`config.mk`:
```
export PLATFORM = sky130hd
export DESIGN_NAME = fetch_ctrl
export DESIGN_NICKNAME = d
export VERILOG_FILES = /design/src/rtl/fetch_ctrl.sv
export SDC_FILE = /design/constraint.sdc
export NUM_CORES = 1
export LEC_CHECK = 0
export BUFFER_PORTS_ARGS = -buffer_cell sky130_fd_sc_hd__buf_4
export CORE_MARGIN = 5
export CORE_UTILIZATION = 42
export CTS_CLUSTER_SIZE = 40
export DETAILED_ROUTE_END_ITERATION = 10
export PLACE_DENSITY_LB_ADDON = 0.12
export SLEW_MARGIN = 20
export SYNTH_ARGS = -nofsm -noshare
export SYNTH_HDL_FRONTEND = slang
export SYNTH_SLANG_ARGS = --single-unit
```
`constraint.sdc`:
```
create_clock -name clk -period 2.06 [get_ports clk]
set_input_delay 0.412 -clock clk [delete_from_list [all_inputs] [get_ports clk]]
set_output_delay 0.412 -clock clk [all_outputs]
set_load 0.005 [all_outputs]
```
`src/rtl/fetch_ctrl.sv`:
```
// Fetch-stage sequencing controller: load-use stalls, taken-branch redirects,
// and the HALT drain sequence, with saturating stall/redirect event counters.
module fetch_ctrl #(
  parameter int          ADDR_W       = 32,
  parameter logic [5:0]  HALT_OP      = 6'b111111,
  parameter int          DRAIN_CYCLES = 4,
  parameter int          CNT_W        = 16
) (
  input  logic              clk,
  input  logic              reset,
  input  logic [31:0]       if_ir,
  input  logic [4:0]        id_rs,
  input  logic [4:0]        id_rt,
  input  logic              id_ex_memread,
  input  logic [4:0]        id_ex_rt,
  input  logic              mem_branch,
  input  logic              mem_zero,
  input  logic [ADDR_W-1:0] mem_target,
  output logic              pc_write,
  output logic              pcsrc,
  output logic [ADDR_W-1:0] pc_target,
  output logic              if_id_write,
  output logic              if_id_flush,
  output logic              id_ex_flush,
  output logic              ex_mem_flush,
  output logic              halted,
  output logic [CNT_W-1:0]  stall_count,
  output logic [CNT_W-1:0]  redirect_count
);

  typedef enum logic [1:0] {RUN, DRAIN, HALTED} state_t;

  localparam logic [3:0] DRAIN_LOAD = 4'(DRAIN_CYCLES - 1);

  state_t     state, state_next;
  logic [3:0] dcnt, dcnt_next;
  logic       taken, ld_use, halt_hit;
  logic       stall_inc, redirect_inc;
  logic       unused_ir;

  assign taken     = mem_branch & mem_zero;
  assign ld_use    = id_ex_memread & (id_ex_rt != 5'd0) &
                     ((id_ex_rt == id_rs) | (id_ex_rt == id_rt));
  assign halt_hit  = (if_ir[31:26] == HALT_OP);
  assign pc_target = mem_target;
  assign unused_ir = ^if_ir[25:0];

  always_ff @(posedge clk or posedge reset) begin
    if (reset) begin
      state <= RUN;
      dcnt  <= 4'd0;
    end else begin
      state <= state_next;
      dcnt  <= dcnt_next;
    end
  end

  always_ff @(posedge clk or posedge reset) begin
    if (reset) begin
      stall_count    <= '0;
      redirect_count <= '0;
    end else begin
      if (stall_inc && stall_count != '1)
        stall_count <= stall_count + 1'b1;
      if (redirect_inc && redirect_count != '1)
        redirect_count <= redirect_count + 1'b1;
    end
  end

  // Reset forces the pass-through defaults regardless of the hazard inputs.
  always_comb begin
    state_next   = state;
    dcnt_next    = dcnt;
    pc_write     = 1'b1;
    pcsrc        = 1'b0;
    if_id_write  = 1'b1;
    if_id_flush  = 1'b0;
    id_ex_flush  = 1'b0;
    ex_mem_flush = 1'b0;
    halted       = 1'b0;
    stall_inc    = 1'b0;
    redirect_inc = 1'b0;
    if (!reset) begin
      case (state)
        RUN: begin
          if (taken) begin
            pcsrc        = 1'b1;
            if_id_flush  = 1'b1;
            id_ex_flush  = 1'b1;
            ex_mem_flush = 1'b1;
            redirect_inc = 1'b1;
          end else if (ld_use) begin
            pc_write    = 1'b0;
            if_id_write = 1'b0;
            id_ex_flush = 1'b1;
            stall_inc   = 1'b1;
          end else if (halt_hit) begin
            pc_write    = 1'b0;
            if_id_flush = 1'b1;
            dcnt_next   = DRAIN_LOAD;
            state_next  = DRAIN;
          end
        end
        DRAIN: begin
          // An older taken branch squashes the HALT and resumes fetching.
          if (taken) begin
            pcsrc        = 1'b1;
            if_id_flush  = 1'b1;
            id_ex_flush  = 1'b1;
            ex_mem_flush = 1'b1;
            redirect_inc = 1'b1;
            dcnt_next    = 4'd0;
            state_next   = RUN;
          end else begin
            pc_write    = 1'b0;
            if_id_flush = 1'b1;
            if (ld_use) begin
              id_ex_flush = 1'b1;
              stall_inc   = 1'b1;
            end
            if (dcnt == 4'd0)
              state_next = HALTED;
            else
              dcnt_next = dcnt - 4'd1;
          end
        end
        HALTED: begin
          pc_write    = 1'b0;
          if_id_write = 1'b0;
          halted      = 1'b1;
        end
        default: state_next = RUN;
      endcase
    end
  end

endmodule

```
==> impl_results.md <==
* Total Die Area at 7220 sq um
* R2r worst-path depth at 7
* Final hold viol count at 0
* GRT Total Usage at 15.2%
* Fin nets at 393
* Hold_buf cts at 0
* Antenna violations before repair at 0
* Clock power share at 32.1%
* Cell with the most instances after synthesis: dfrtp_1
* Die X at 85.0 microns
* # DRC at 0
* Min Clock Period, post-route at 2.16 ns
* Worst R2R Setup Slack at 0.16 ns
* Clock buffer count from CTS at 5
* Yosys reg bits at 38
* Core area at 5470 sq um
* Leak pwr at 1.46 nW
* Synthesized area at 2360 sq um
* Remaining antenna violation count at 0
* Mapped Cells at 244
* Drt first pass iters at 4
* Post-Layout Cell Count at 378
* Die H at 85.0 microns
* CP Capture Type: output port
* Failing checks: setup timing
* Grt ovf at 0
* Post-Syn Nets at 332
* Run status: finished, violations left
* Internal power at 1.74 mW
* Synth top area cells: dfrtp_1 (40%), buf_4 (11%), xnor2_1 (8.9%)
* Synth top cells by count: dfrtp_1 (38), buf_4 (34), nand2_1 (24), xnor2_1 (24)
* Global Route met2 Usage at 24.2%
* Post-synth cell types at 38
* Area grow syn2layout at 28.0%
* CP Max Fanout at 5
* Area of the multi-input gates at 1130 sq um
* WS Path Type: input pin to output port
* CTS Buffer Depth at 2
* Cells after DPL at 369
* Fmax at 464 MHz
* Final Power at 2.44 mW
* Worst slew pin tran at 0.461 ns
* Post-synth EDFFs at 0
* # Max-Cap Violations at 0
* Slew HR at 69.3%
* Post-synthesis sequential area ratio at 40.3%
* RSZ-0062 raised after global routing: true
* Arr. time, crit path at 1.74 ns
* Site row count at 27
* M1 GR Usage at 19.4%
* Ports at 155
* R2r endpoint: redirect_count[15]$_DFFE_PP0P_
* Period utilization at 105%
* Syn_area_per_cell at 9.67 sq um
* DR WL/cell at 13.8 microns
* Flop pwr share at 38.9%
* Final HPWL DP at 4.02 mm
* Main synth FF type: dfrtp_1
* P per Cell Area at 809 nW/um^2
* Seq. cell area at 951 sq um
* CTS sink cnt at 38
* N_diodes at 0
* Starting Density at 43.1%
* Routed vias at 1895
* VDD IR-drop max at 0.643 mV
* Gate power share at 29.0%
* Aggregate routed wire length at 5.20 mm
* Psw at 0.704 mW
* Largest net degree at the start of global routing at 36
* Final setup vio count at 3
* Synth Warn # at 0
* Met3 Use GR at 4.17%
* TritonCTS clock tree: yes
* Clk_skew at 0.00545 ns
* Layout cells sized above 1 at 37.3%
* CP Launch Point: id_ex_rt[1]
* Clock-pin slew on the worst setup and hold paths at 0.07 ns
* FILL cells at 522
* Clk root buf: clkbuf_8
* DR iter-0 viols at 60
* GPL Wtd Cong at 0.780
* Cell taking the most area after synthesis: dfrtp_1
* Req. time, crit path at 1.65 ns
* Grt peak-use layer: met2
* Final Worst Setup Slack at -0.0958 ns
* Synth top area share at 40.3%
* Switching share of total power at 28.8%
* Slew Limit Fails at 0
* Fraction of registers with async set/reset at 100%
* First-pass GRT wire length at 9.08 mm
* Vias in the first global route at 1946
* # port buffers at 64
* Clk Latency, worst-skew pair at 0.29 ns
* DR vias/cell at 5.01
* H-tree levels at 2
* Crit start category: input pin
* Worst reg2reg path startpoint: redirect_count[0]$_DFFE_PP0P_
* Hold Crit Class: input pin to async pin
[worst max path at each step]
stage | end | depth (start not counted)
floorplan | if_id_flush | 6
global placement | if_id_flush | 7
detailed placement | if_id_flush | 7
CTS | if_id_flush | 7
global route | if_id_flush | 7
finish | if_id_flush | 7
[cells by family (layout without fill, tap and decap cells)]
group / Yosys count / after routing / share of synthesized area, %
compound gates: 28 / 28 / 9.70
fa+ha+maj: 4 / 4 / 2.12
simple gates: 90 / 90 / 20.1
buf+inv: 43 / 105 / 12.3
xor+xnor: 39 / 39 / 14.5
flops: 38 / 38 / 40.3
mux: 2 / 2 / 0.954
[power by group through the flow]
stage               sequential, mW  clock [mW]  combinational (mW)
finish                       0.951       0.783               0.709
global route                 0.972       0.833               0.796
CTS                          0.948       0.805               0.715
detailed placement           0.961           0               0.703
global placement             0.963           0               0.694
floorplan                    0.974           0               0.401
[placed cells by master, fill, tap and decap left out, types with 2 or more instances in the layout]
cell type  synthesis  layout
a21boi_0           2       2
a21oi_1            8       8
a31oi_1            2       2
and3_1             7       7
and4_1             3       3
buf_4             34      87
buf_6              0       2
bufinv_16          0       2
clkbuf_8           0       6
dfrtp_1           38      38
ha_1               4       4
inv_1              8       7
mux2_2             2       2
nand2_1           24      24
nand3_1           13      13
nand4_1           10      10
nor2_1            15      15
nor2b_1            2       2
nor3_1             5       5
nor4_2             2       2
o21ai_0            5       4
o31ai_1            2       2
xnor2_1           24      24
xor2_1            15      15
[critical path, cell delays in order]
cell,delay (ns)
buf_6,0.09
or4_4,0.54
o21ai_4,0.15
or2_4,0.17
a211oi_2,0.07
nor3_1,0.17
buf_4,0.15
[routing by layer]
metal / routed length (microns) / share of wire (%) / up-vias
met5: 0 / 0 / -
met4: 74 / 1.4 / 0
met3: 275 / 5.3 / 10
met2: 2470 / 47 / 49
met1: 2390 / 46 / 911
li1: - / - / 925
[state kept, by name, indices dropped and copies added (netlist names)]
name,cells
dcnt,4
redirect_count,16
stall_count,16
state,2
[what timing repair did]
| item | 4_1_cts | 5_1_grt |
|---|---|---|
| pin swaps | 2 | 3 |
| endpoints found under the setup margin | 4 | 7 |
| gates resized for setup | 4 | 2 |
| buffers inserted | 1 | 0 |
[cell type report]
class                      count  share of cell area, %
timing repair buffer          89                   22.4
inverter                       8                   1.12
multi-input combinational    163                   37.3
tap                           72                   2.98
sequential                    38                   31.5
clock inverter                 2                   1.99
clock buffer                   6                   2.73
[per-stage QoR]
stage,hold slack [ns],utilization (%),area [sq um],setup WS [ns],setup TNS (ns)
after CTS,0.0251,55.1,3010,-0.110,-0.132
after global placement,0.343,52.1,2850,-0.193,-1.05
after floorplan,0.389,-,2360,0.00373,0
final,0.0366,55.2,3020,-0.0958,-0.108
after global routing,0.0360,55.2,3020,-0.145,-0.278
after detailed placement,0.343,52.1,2850,-0.195,-1.26
No activity file was read; power rests on OpenSTA's default activity.
